File: src/rtl/pipe_stage_skid.sv
// Elastic valid/ready pipeline stage register with an optional 2-entry skid buffer.
// SKID=1 registers in_ready; SKID=0 is a single register with combinational in_ready.
module pipe_stage_skid #(
    parameter int unsigned DATA_W = 64,
    parameter bit          SKID   = 1'b1
) (
    input  logic              clk,
    input  logic              reset,
    input  logic              flush,
    input  logic              in_valid,
    output logic              in_ready,
    input  logic [DATA_W-1:0] in_data,
    output logic              out_valid,
    input  logic              out_ready,
    output logic [DATA_W-1:0] out_data,
    output logic [1:0]        occupancy
);

    typedef enum logic [1:0] {
        ST_EMPTY = 2'd0,
        ST_FULL  = 2'd1,
        ST_SKID  = 2'd2
    } state_t;

    state_t             state_q;
    state_t             state_d;
    logic [DATA_W-1:0]  main_data_q;
    logic [DATA_W-1:0]  skid_data_q;
    logic               load_main_in;
    logic               load_main_skid;
    logic               load_skid;
    logic               skid_v;
    logic               in_fire;
    logic               out_fire;

    assign in_fire  = in_valid & in_ready;
    assign out_fire = out_valid & out_ready;

    // State register; the valid bits are encoded in the state.
    always_ff @(posedge clk) begin
        if (reset || flush) begin
            state_q <= ST_EMPTY;
        end else begin
            state_q <= state_d;
        end
    end

    // Next-state and register-load decode.
    always_comb begin
        state_d        = state_q;
        load_main_in   = 1'b0;
        load_main_skid = 1'b0;
        load_skid      = 1'b0;
        case (state_q)
            ST_EMPTY: begin
                if (in_fire) begin
                    load_main_in = 1'b1;
                    state_d      = ST_FULL;
                end
            end
            ST_FULL: begin
                if (in_fire && out_fire) begin
                    load_main_in = 1'b1;
                end else if (out_fire) begin
                    state_d = ST_EMPTY;
                end else if (in_fire) begin
                    if (SKID) begin
                        load_skid = 1'b1;
                        state_d   = ST_SKID;
                    end else begin
                        load_main_in = 1'b1;
                    end
                end
            end
            ST_SKID: begin
                if (out_fire) begin
                    load_main_skid = 1'b1;
                    state_d        = ST_FULL;
                end
            end
            default: state_d = ST_EMPTY;
        endcase
    end

    // Outputs decoded from registered state (plus out_ready when SKID=0).
    always_comb begin
        out_valid = (state_q != ST_EMPTY);
        skid_v    = (state_q == ST_SKID);
        occupancy = 2'(out_valid) + 2'(skid_v);
        if (reset) begin
            in_ready = 1'b0;
        end else if (SKID) begin
            in_ready = !skid_v;
        end else begin
            in_ready = !out_valid || out_ready;
        end
    end

    // Payload storage; skid contents are don't-care while the skid slot is empty.
    always_ff @(posedge clk) begin
        if (reset || flush) begin
            main_data_q <= '0;
        end else if (load_main_in) begin
            main_data_q <= in_data;
        end else if (load_main_skid) begin
            main_data_q <= skid_data_q;
        end
    end

    always_ff @(posedge clk) begin
        if (load_skid) begin
            skid_data_q <= in_data;
        end
    end

    assign out_data = main_data_q;

endmodule

File: config.mk
export PLATFORM = sky130hd
export DESIGN_NAME = pipe_stage_skid
export DESIGN_NICKNAME = d
export VERILOG_FILES = /design/src/rtl/pipe_stage_skid.sv
export SDC_FILE = /design/constraint.sdc
export NUM_CORES = 1
export LEC_CHECK = 0
export BUFFER_PORTS_ARGS = -buffer_cell sky130_fd_sc_hd__buf_2
export CORE_MARGIN = 2
export CORE_UTILIZATION = 45
export CTS_CLUSTER_DIAMETER = 80
export DETAILED_ROUTE_END_ITERATION = 16
export GPL_ROUTABILITY_DRIVEN = 0
export PLACE_DENSITY_LB_ADDON = 0.25
export SETUP_SLACK_MARGIN = 0.4
export SLEW_MARGIN = 25
export SYNTH_ARGS = -nofsm -noshare
export SYNTH_HDL_FRONTEND = slang
export SYNTH_SLANG_ARGS = --single-unit
File: constraint.sdc
create_clock -name clk -period 7.06 [get_ports clk]
set_input_delay 0 -clock clk [delete_from_list [all_inputs] [get_ports clk]]
set_output_delay 0 -clock clk [all_outputs]
set_load 0.02 [all_outputs]
-- Yosys cells after proc, flatten, opt, wreduce, memory -nomap -nowiden
Index checks and enable logic that the tools add are counted.
- flip-flop bits (word level): 130
- input port bits: 69
- output and inout port bits: 68
- logic and storage cells: 36
- $add $sub $neg: 1
- equal/unequal tests: 6
- muxes and demuxes: 17
- bitwise logic cells: 2
- reductions and logical operators: 7
- operator list (operator ; number):
    $mux 64 ; 2
    $mux 2 ; 5
    $mux 1 ; 8
    $pmux 2 s3 ; 1
    $ne 2x2->1 const B ; 2
    $reduce_and 4->1 ; 1
    $reduce_bool 2->1 ; 2
    $ne 3x3->1 const B ; 1
    $add 1x1->2 ; 1
    $and 1x1->1 ; 2
    $eq 2x1->1 const B ; 1
    $eq 2x2->1 const B ; 1
    $logic_not 2->1 ; 1
    $ne 2x1->1 const B ; 1
    $pmux 1 s2 ; 1
    $logic_and 1x1->1 ; 1
    $logic_not 1->1 ; 1
    $logic_or 1x1->1 ; 1

-- Longest topological paths before layout
Gate-level depths: netlist (run 1).
- word-level depth: 8
- depth in mapped cells: 6
- mapped depth without buffers: 6

-- Worst setup path after synthesis (run 1)
No wires, ideal clock.
- path type: flip-flop to flip-flop
- start: reg state_q[0]
- end: reg skid_data_q[0] (enable)
- library setup time: 565 ps
- arrival: 4792 ps
- required time: 6495 ps
- path slack: 1703 ps
- stages on the path, launching flop included: 3
- buffers on the path: 0
- period minus slack after synthesis: 5357 ps
- cells stage by stage: dfxtp_1 > nand2b_1 > nor3_1
- cells in the longest elaborated chain, start to end: 8
- elaborated cells on any way between the ends: 12
- those cells by class: 2 x eq/ne; 5 x mux; 2 x bitwise; 3 x reduce/logical
- RTL lines (item ; line ; RTL):
    start, declared ; 25 ; state_t state_q;
    start signal, assigned ; 44 ; state_q <= state_d;
    $eq 2x2->1 ; 88 ; skid_v = (state_q == ST_SKID);
    $logic_not 1->1 ; 93 ; in_ready = !skid_v;
    $mux 1 ; 90 ; if (reset) begin
    $and 1x1->1 ; 36 ; assign in_fire = in_valid & in_ready;
    $mux 1 ; -- ;
    $mux 1 ; 64 ; end else if (out_fire) begin
    $mux 1 ; 62 ; if (in_fire && out_fire) begin
    $mux 1 (*) ; 54 ; case (state_q)
    via load_skid ; 31 ; logic load_skid;
    end signal, assigned ; 112 ; skid_data_q <= in_data;
    end, declared ; 28 ; logic [DATA_W-1:0] skid_data_q;
The timed path passes the listed nets; every way through them passes the cells marked *.
A chain may end at the register's enable or synchronous reset.

-- Final worst setup path (run 1)
- start: reg state_q[1]
- end: reg main_data_q[31] (netlist: out_data[31])
- cells in the longest elaborated chain, start to end: 8
- elaborated cells on any way between the ends: 16
- those cells by class: 2 x eq/ne; 7 x mux; 2 x bitwise; 5 x reduce/logical
- RTL lines (item ; line ; RTL):
    $eq 2x2->1 ; 54, 88 ;
    $logic_not 1->1 ; 93 ;
    $mux 1 ; 90 ;
    $and 1x1->1 ; 36 ;
    $logic_and 1x1->1 ; 62 ;
    $mux 1 ; 62 ;
    $pmux 1 s2 ; 54 ;
    $mux 64 / $reduce_bool 2->1 (equally long branches) ; -- ;
    end signal, assigned ; 104 ; main_data_q <= in_data;
    end signal, assigned ; 106 ; main_data_q <= skid_data_q;
    end, declared ; 27 ; logic [DATA_W-1:0] main_data_q;
Several ways; a longest one is shown, not always the timed one.

==> impl_metrics.json, run 1 <==
{
  "dpl.cell_count": 687,
  "slew_viol_final": 0,
  "maxCapViolations": 0,
  "fin_cells": 787,
  "setup_viol": 0,
  "p_sw_uw": 406,
  "start_util": 0.465,
  "synth_cell_type_count": 25,
  "diodes": 0,
  "endpoint": "out_data[31]",
  "fmax_ghz": 0.453,
  "post-route-period-util": 0.313,
  "path_cells": "nor3b_1 -> nand2_4 -> buf_4 -> o21ai_1 -> a31oi_1",
  "fillers": 808,
  "final_nets": 708,
  "cts_buffer_depth": 2,
  "drtPass1Iterations": 5,
  "dieArea_sq_mm": 0.0116,
  "top_usage_layer": "met2",
  "design_area_sq_mm": 0.00683,
  "track_usage": 0.215,
  "io_pins": 137,
  "dpl-instance-area_sq_mm": 0.00550,
  "cts.sinks": 130,
  "synth_nets": 514,
  "power_frac_seq": 0.424,
  "final_common_cell": "buf_2",
  "wl_mm": 12.3,
  "io_buffers": 136,
  "synth_warnings": 0,
  "avgSynthCellArea_sq_um": 10.9,
  "rows": 37,
  "drive_gt1_frac": 0.273,
  "synth_area_sq_mm": 0.00482,
  "crit_path_end_kind": "flip-flop",
  "regToRegSetupSlack_ns": 4.85,
  "ant_nets": 0,
  "peakVddDrop_v": 0.000144,
  "grt_pass1_wl_mm": 19.6,
  "start_kind": "flip-flop",
  "clk-insertion-delay-late_ns": 0.50,
  "dp_hpwl_mm": 6.55,
  "min-delay-path-class": "in2reg",
  "tritoncts": "yes",
  "cpMaxStageDelayCell": "buf_4",
  "fin_worst_skew_ns": 0.00766,
  "yosys_register_bits": 130,
  "fin_util": 0.659,
  "antenna_found_initial": 0,
  "ff2ff_path_depth": 5,
  "syn_inst": 444,
  "critical_path.startpoint": "state_q[1]",
  "grt_remaining_overflow": 0,
  "fin_ws_ns": 4.85,
  "grt_pass1_vias": 4122,
  "slew_headroom": 0.429,
  "htreeDepth": 4,
  "whs_ns": 0.0358,
  "dr_total_vias": 4130,
  "run_status": "complete, no violations",
  "tns_ns": 0,
  "cts_post_setup_buffers_inserted": 0,
  "worstReg2RegStart": "state_q[1]",
  "register_area_sq_mm": 0.00324,
  "vias_per_cell": 5.25,
  "path_max_fanout": 65,
  "syn_to_final_growth_pct": 41.8,
  "cts_root_buf": "clkbuf_8",
  "pwr-share-comb": 0.071,
  "hold_viol_final": 0,
  "use_met2": 0.366,
  "reg2reg_to": "out_data[31]",
  "p_leak_nw": 2.62,
  "cp_slowest_stage_delay_ns": 0.64,
  "cts_resized": 0,
  "dieWidth_microns": 107,
  "pre_cts_ws_ns": 4.96,
  "rsz0062_at_grt": "false",
  "design.core.area_sq_mm": 0.0104,
  "grt_max_degree": 66,
  "clkPwrFrac": 0.505,
  "drt-wirelength-per-cell_microns": 15.6,
  "grt.met3_usage": 0.0569,
  "p_per_area_mw_per_mm2": 281,
  "fp.dieH_microns": 107,
  "tightest_slew_ns": 0.857,
  "ys_seq_area_frac": 0.673,
  "clk_pin_slew_ns": 0.06,
  "drt-initial-drc-count": 281,
  "grt_util_met1": 0.266,
  "required_ns": 7.48,
  "report.power.total_mw": 1.92,
  "internal_power_mw": 1.52,
  "most-common-layout-cells": "buf_2, nand2_1, dlygate4sd3_1, dfxtp_1",
  "period_minus_slack_ns": 2.21,
  "multi_input_area_sq_mm": 0.00136,
  "path_class": "reg2reg",
  "cts_buffers": 17,
  "switching_share": 0.211,
  "drc": 0,
  "worstPathArrival_ns": 2.63
}
## metal layers
metal  vias to the layer above  share of wire
met3                        15          0.066
li1                       1975              -
met4                         0          0.012
met5                         -              0
met1                      1967           0.43
met2                       173           0.49
## power by group through the flow
stage               clock network (mW)  logic (mW)  registers [mW]
global route                      1.01       0.149           0.816
global placement                     0       0.103           0.830
detailed placement                   0       0.106           0.830
floorplan                            0      0.0421           0.846
CTS                              0.981       0.136           0.814
finish                           0.970       0.137           0.815
## synthesized netlist by cell type
library cell	count	area, sq um
nor2_1	1	3.75
o21ai_1	53	265
nor2_2	1	6.26
o21ai_0	11	55.1
nand2b_1	3	18.8
a211oi_1	1	7.51
buf_8	7	105
nand2_1	130	488
nand3b_1	1	7.51
a31oi_1	64	400
buf_2	13	65.1
and2_4	1	8.76
mux2i_1	1	10.0
nor3_1	2	10.0
or2_2	2	12.5
nor3b_1	1	7.51
nand2_2	1	6.26
clkbuf_2	1	5.00
ha_1	1	12.5
inv_1	3	11.3
clkbuf_1	12	45.0
edfxtp_1	64	1920
dfxtp_1	66	1320
a21oi_1	3	15.0
and2b_2	1	8.76
## worst max-delay path: cells and delay by family, from the launching register on
family	cells	cell delay, ns
buf+inv	1	0.64
simple gates	2	0.61
flops	1	0.45
compound gates	2	0.36
## worst min-delay path by stage
| stage | cells past startpoint | slack, ns | to | startpoint |
|---|---|---|---|---|
| after global placement | 1 | 0.19 | skid_data_q[38] | in_data[38] |
| final | 5 | 0.04 | state_q[0] | in_valid |
| after CTS | 5 | 0.01 | state_q[0] | in_valid |
| after global routing | 5 | 0.06 | state_q[0] | in_valid |
| after detailed placement | 1 | 0.19 | skid_data_q[3] | in_data[3] |
| after floorplan | 1 | 0.07 | state_q[1] | out_ready |
## sequential cells by signal (all words and copies together), names as in the netlist
| signal | count |
|---|---|
| state_q | 2 |
| skid_data_q | 64 |
| out_data | 64 |
## what timing repair did
action                     in CTS  in global routing
setup endpoints to repair       0                  0
hold buffers                   68                  0
hold endpoints to repair      130                  0
## logic make-up (layout without fill, tap and decap cells)
kind of cell	count (synthesis)	in the layout	share of synthesized area
DFF	130	130	0.673
buffers and inverters	36	243	0.0480
and+or+nand+nor	144	144	0.120
adders and majority gates	1	1	0.00260
AOI/OAI and AO/OA	132	132	0.154
muxes	1	1	0.00208
## cell type report
class,count,area share
clock buffers,19,0.0617
clock inverters,13,0.0341
inverters,3,0.00165
multi-input cells,278,0.199
flip-flops and latches,130,0.475
well taps,136,0.0249
repair buffers,208,0.204
Power figures use the tool's default switching activity.
==> inputs of run 2 (changes only) <==
--- a/config.mk
+++ b/config.mk
@@ -5,6 +5,7 @@
 export SDC_FILE = /design/constraint.sdc
 export NUM_CORES = 1
 export LEC_CHECK = 0
+export ABC_AREA = 1
 export BUFFER_PORTS_ARGS = -buffer_cell sky130_fd_sc_hd__buf_2
 export CORE_MARGIN = 2
 export CORE_UTILIZATION = 45
==> constraint.sdc (replaced) <==
create_clock -name clk -period 2.3 [get_ports clk]
set_input_delay 0 -clock clk [delete_from_list [all_inputs] [get_ports clk]]
set_output_delay 0 -clock clk [all_outputs]
set_load 0.02 [all_outputs]
==> impl_metrics.json, run 2 <==
{
  "io_buffers": 136,
  "avgSynthCellArea_sq_um": 9.13,
  "clkPwrFrac": 0.473,
  "whs_ns": 0.0613,
  "dr_total_vias": 4994,
  "slew_viol_final": 0,
  "crit_path_end_kind": "flip-flop",
  "clk_pin_slew_ns": 0.05,
  "cts_buffer_depth": 2,
  "period_minus_slack_ns": 1.71,
  "final_common_cell": "nand2_1",
  "syn_to_final_growth_pct": 32.2,
  "tns_ns": 0,
  "switching_share": 0.233,
  "rows": 42,
  "start_util": 0.458,
  "grt_pass1_wl_mm": 23.4,
  "netlist_top_cells_area": "edfxtp_1, dfxtp_1, nand2_1",
  "power_frac_seq": 0.433,
  "grt_max_degree": 67,
  "p_sw_mw": 1.34,
  "cts_resized": 0,
  "critical-path-top-delay-family": "buffers and inverters",
  "required_ns": 2.37,
  "drive_gt1_frac": 0.304,
  "grt_pass1_vias": 4820,
  "dieArea_sq_mm": 0.0143,
  "post-route-period-util": 0.743,
  "slew_headroom": 0.528,
  "syn_inst": 659,
  "fillers": 1161,
  "pre_cts_ws_ns": 0.584,
  "cts.sinks": 130,
  "vias_per_cell": 4.83,
  "tightest_slew_ns": 0.708,
  "cpMaxStageDelayCell": "buf_4",
  "fmax_ghz": 0.585,
  "path_class": "reg2reg",
  "post-synth-top-count-cell": "nand2_1",
  "worstPathArrival_ns": 1.77,
  "tritoncts": "yes",
  "setup_viol": 0,
  "dp_hpwl_mm": 9.14,
  "cp_slowest_stage_delay_ns": 0.39,
  "final_nets": 916,
  "hold_viol_final": 0,
  "diodes": 0,
  "run_status": "complete, no violations",
  "synth-main-ff-cell": "dfxtp_1",
  "maxCapViolations": 0,
  "peakVddDrop_v": 0.000438,
  "drtPass1Iterations": 5,
  "internal_power_mw": 4.43,
  "wl_mm": 14.4,
  "path_max_fanout": 35,
  "htreeDepth": 4,
  "async_reset_ff_frac": 0,
  "most-common-layout-cells": "nand2_1, buf_2, inv_1, dlygate4sd3_1",
  "rsz0062_at_grt": "false",
  "synth_warnings": 0,
  "track_usage": 0.209,
  "ant_nets": 0,
  "ys_seq_area_frac": 0.539,
  "dieWidth_microns": 120,
  "report.power.total_mw": 5.77,
  "crit_top_cell": "nand2_4",
  "synth_area_sq_mm": 0.00602,
  "drt-initial-drc-count": 284,
  "drc": 0,
  "clk-insertion-delay-late_ns": 0.42,
  "pwr-share-comb": 0.095,
  "synth_commonest_cells": "nand2_1, inv_1, dfxtp_1",
  "cts_root_buf": "clkbuf_16",
  "path_cells": "inv_2 -> nand2_4 -> nand2_4 -> nor2_4 -> nand2_2 -> clkinvlp_4 -> buf_4",
  "fp.dieH_microns": 120,
  "cts_buffers": 17,
  "min-delay-path-class": "in2reg",
  "yosys.area.top_type_share": 0.319,
  "cp_num_buf_inv": 3,
  "drt-wirelength-per-cell_microns": 13.9,
  "grt_remaining_overflow": 0,
  "synth_nets": 729,
  "fin_worst_skew_ns": 0.00790,
  "p_leak_nw": 3.29,
  "io_pins": 137,
  "synth_cell_type_count": 29,
  "yosys_register_bits": 130,
  "start_kind": "flip-flop",
  "design.core.area_sq_mm": 0.0131,
  "p_per_area_mw_per_mm2": 726,
  "synth_largest_area_cell": "edfxtp_1",
  "synth-edff-count": 64,
  "fin_ws_ns": 0.591,
  "antenna_found_initial": 0
}
## run 2: changes by cell type in the layout (fill, tap and decap cells not counted), sizes merged, moves of 9 or more
cell / change
inv: +72
nand2: +69
nand3: +65
a31oi: -64
a21oi: +63
buf: +9
## run 2: cells by family (layout without fill, tap and decap cells)
group,after synthesis,in the layout,synth area share
compound gates,132,132,0.129
fa+ha+maj,1,1,0.00208
buf+inv,123,323,0.107
flops,130,130,0.539
simple gates,273,273,0.223
## run 2: what timing repair did
| item | in CTS | in global routing |
|---|---|---|
| hold endpoints to repair | 129 | 0 |
| buffers inserted | 0 | 0 |
| hold buffers | 65 | 0 |
| endpoints found under the setup margin | 0 | 0 |
## run 2: stage by stage
stage	util	cells	cell area, sq um
after global placement	0.510	938	6700
after floorplan	-	659	6040
after global routing	0.606	1035	7960
after detailed placement	0.510	938	6700
final	0.606	1035	7960
after CTS	0.606	1035	7960
## run 2: worst reg2reg max path, cell delays in order (launching register included)
cell        delay (ns)
dfxtp_2           0.34
inv_2             0.07
nand2_4           0.11
nand2_4           0.07
nor2_4            0.17
nand2_2           0.10
clkinvlp_4        0.09
buf_4             0.39
## run 2: worst paths after layout
check / slack (ns) / start / to / cells past startpoint
worst min-delay path: 0.06 / in_valid / state_q[1] / 5
worst min register to register: 0.47 / out_data[6] / out_data[6] / 2
worst max-delay path: 0.59 / state_q[0] / skid_data_q[45] / 7
worst max register to register: 0.59 / state_q[0] / skid_data_q[45] / 7
## run 2: metal layers
layer	wire, microns	GRT usage	vias up
met5	0	0	-
met4	289	0.0868	0
met3	788	0.0523	24
met2	7050	0.364	154
met1	6290	0.245	2297
li1	-	-	2519
## run 2: area by class of cell
cell class              count  area [sq um]  area share
flip-flops and latches    130          3250       0.408
well taps                 176           220      0.0277
inverters                  77           295      0.0371
repair buffers            214          1440       0.181
clock buffers              19           443      0.0557
clock inverters            13           161      0.0203
multi-input cells         406          2150       0.270
## run 2: power by group through the flow
stage                     registers, mW  clock network, mW  logic, mW
after floorplan                    2.59                  0      0.262
after global placement             2.54                  0      0.450
after detailed placement           2.55                  0      0.463
after CTS                          2.50               2.78      0.548
after global routing               2.50               2.88      0.602
final                              2.50               2.73      0.547
==> inputs of run 3 (changes only) <==
==> constraint.sdc (replaced) <==
create_clock -name clk -period 1.7 [get_ports clk]
set_input_delay 0 -clock clk [delete_from_list [all_inputs] [get_ports clk]]
set_output_delay 0 -clock clk [all_outputs]
set_load 0.02 [all_outputs]
==> impl_metrics.json, run 3 (synthesis gave the netlist of run 2 again) <==
{
  "design_area_sq_mm": 0.00881,
  "power_frac_seq": 0.431,
  "cts_buffers": 17,
  "final_nets": 956,
  "cts_root_buf": "clkbuf_16",
  "drt-wirelength-per-cell_microns": 15.6,
  "dieWidth_microns": 120,
  "p_per_area_mw_per_mm2": 891,
  "min-delay-path-class": "in2reg",
  "rsz0062_at_grt": "true",
  "maxCapViolations": 0,
  "slew_viol_final": 0,
  "hold_viol_final": 1,
  "pwr-share-comb": 0.103,
  "cts_buffer_depth": 2,
  "grt_pass1_wl_mm": 24.6,
  "antenna_found_initial": 0,
  "design.core.area_sq_mm": 0.0131,
  "grt_remaining_overflow": 0,
  "clk_pin_slew_ns": 0.05,
  "cpMaxStageDelayCell": "dfxtp_2",
  "required_ns": 1.96,
  "slew_headroom": 0.334,
  "pre_cts_ws_ns": 0.144,
  "track_usage": 0.221,
  "post-route-period-util": 0.927,
  "period_minus_slack_ns": 1.58,
  "fin_ws_ns": 0.124,
  "path_class": "reg2reg",
  "dpl-instance-area_sq_mm": 0.00684,
  "crit_path_end_kind": "flip-flop",
  "violations": "hold timing",
  "crit_top_cell": "buf_6",
  "start_kind": "flip-flop",
  "clkPwrFrac": 0.466,
  "drive_gt1_frac": 0.345,
  "diodes": 0,
  "tightest_slew_ns": 0.999,
  "tritoncts": "yes",
  "dp_hpwl_mm": 9.14,
  "grt_pass1_vias": 5023,
  "start_util": 0.458,
  "fin_worst_skew_ns": 0.00582,
  "clk-insertion-delay-late_ns": 0.42,
  "cts.sinks": 130,
  "switching_share": 0.228,
  "internal_power_mw": 6.06,
  "path_max_fanout": 10,
  "io_pins": 137,
  "p_leak_nw": 3.68,
  "ant_nets": 0,
  "path_cells": "inv_4 -> nand2_4 -> buf_12 -> nor2_4 -> buf_6 -> buf_6 -> inv_8 -> clkbuf_16 -> nand3_1 -> a21oi_1",
  "critical-path-top-delay-family": "buffers and inverters",
  "cp_num_buf_inv": 6,
  "vias_per_cell": 4.93,
  "cp_slowest_stage_delay_ns": 0.33,
  "drt-initial-drc-count": 505,
  "drtPass1Iterations": 5,
  "setup_viol": 0,
  "final_common_cell": "nand2_1",
  "wl_mm": 16.8,
  "peakVddDrop_v": 0.000599,
  "p_sw_mw": 1.79,
  "run_status": "complete, but fails checks",
  "syn_to_final_growth_pct": 46.4,
  "fp.dieH_microns": 120,
  "most-common-layout-cells": "nand2_1, buf_2, inv_1",
  "whs_ns": -0.00728,
  "dr_total_vias": 5303,
  "fmax_ghz": 0.634,
  "rows": 42,
  "drc": 0,
  "dieArea_sq_mm": 0.0143,
  "htreeDepth": 4,
  "grt_max_degree": 67,
  "worstPathArrival_ns": 1.83,
  "io_buffers": 136
}
==> run 3: changes by cell type in the layout (fill, tap and decap cells not counted), sizes merged <==
cell,before,now
dlygate4sd3,65,64
nand2,200,201
buf,149,179
clkinv,6,7
clkinvlp,5,3
clkbuf,19,30
==> run 3: area by class of cell <==
class                           instances  area (sq um)
Clock buffer                           20           457
Sequential cell                       130          3250
Tap cell                              176           220
Inverter                               77           308
Multi-Input combinational cell        407          2200
Fill cell                            1059          4330
Timing Repair Buffer                  253          2240
Clock inverter                         12           138
==> run 3: power groups by stage <==
stage | registers [mW] | clock network [mW] | logic [mW]
2_1_floorplan | 3.51 | 0 | 0.355
3_3_place_gp | 3.44 | 0 | 0.631
3_5_place_dp | 3.45 | 0 | 0.644
4_1_cts | 3.38 | 3.71 | 0.787
5_1_grt | 3.39 | 3.88 | 0.880
6_report | 3.38 | 3.66 | 0.808
==> run 3: layer usage <==
| metal | wire (microns) | up-vias | global-route usage |
|---|---|---|---|
| li1 | - | 2612 | - |
| met1 | 7250 | 2492 | 0.280 |
| met2 | 8260 | 182 | 0.358 |
| met3 | 1090 | 17 | 0.0689 |
| met4 | 187 | 0 | 0.0801 |
| met5 | 0 | - | 0 |
==> run 3: tightest hold or removal path: stages <==
cell	delay (ns)
buf_2	0.15
nor3_4	0.06
nand2_2	0.09
a21oi_1	0.07
==> run 3: metrics by stage <==
stage,TNS [ns],total power [mW],utilization,cells,hold slack (ns)
after floorplan,-18.78,3.86,-,659,0.0989
after global placement,0,4.07,0.520,944,0.195
after detailed placement,0,4.09,0.520,944,0.194
after CTS,0,7.88,0.642,1059,-0.0316
after global routing,0,8.15,0.671,1075,0.000582
final,0,7.85,0.671,1075,-0.00728
==> run 3: path summary, 6_finish.rpt <==
path	from	end	slack, ns	cells past startpoint
min reg2reg	out_data[58]	out_data[58]	0.47	2
max reg2reg	state_q[0]	out_data[33]	0.12	10
max	state_q[0]	out_data[33]	0.12	10
min	out_ready	state_q[1]	-0.007	4
==> run 3: timing repair <==
action                                  CTS  global route
gates cloned                              5            13
endpoints found under the hold margin   129             0
pin swaps                                 3            13
buffers inserted                         14             3
endpoints found under the setup margin  130           131
hold buffers                             64             0
resized for setup                        28            21
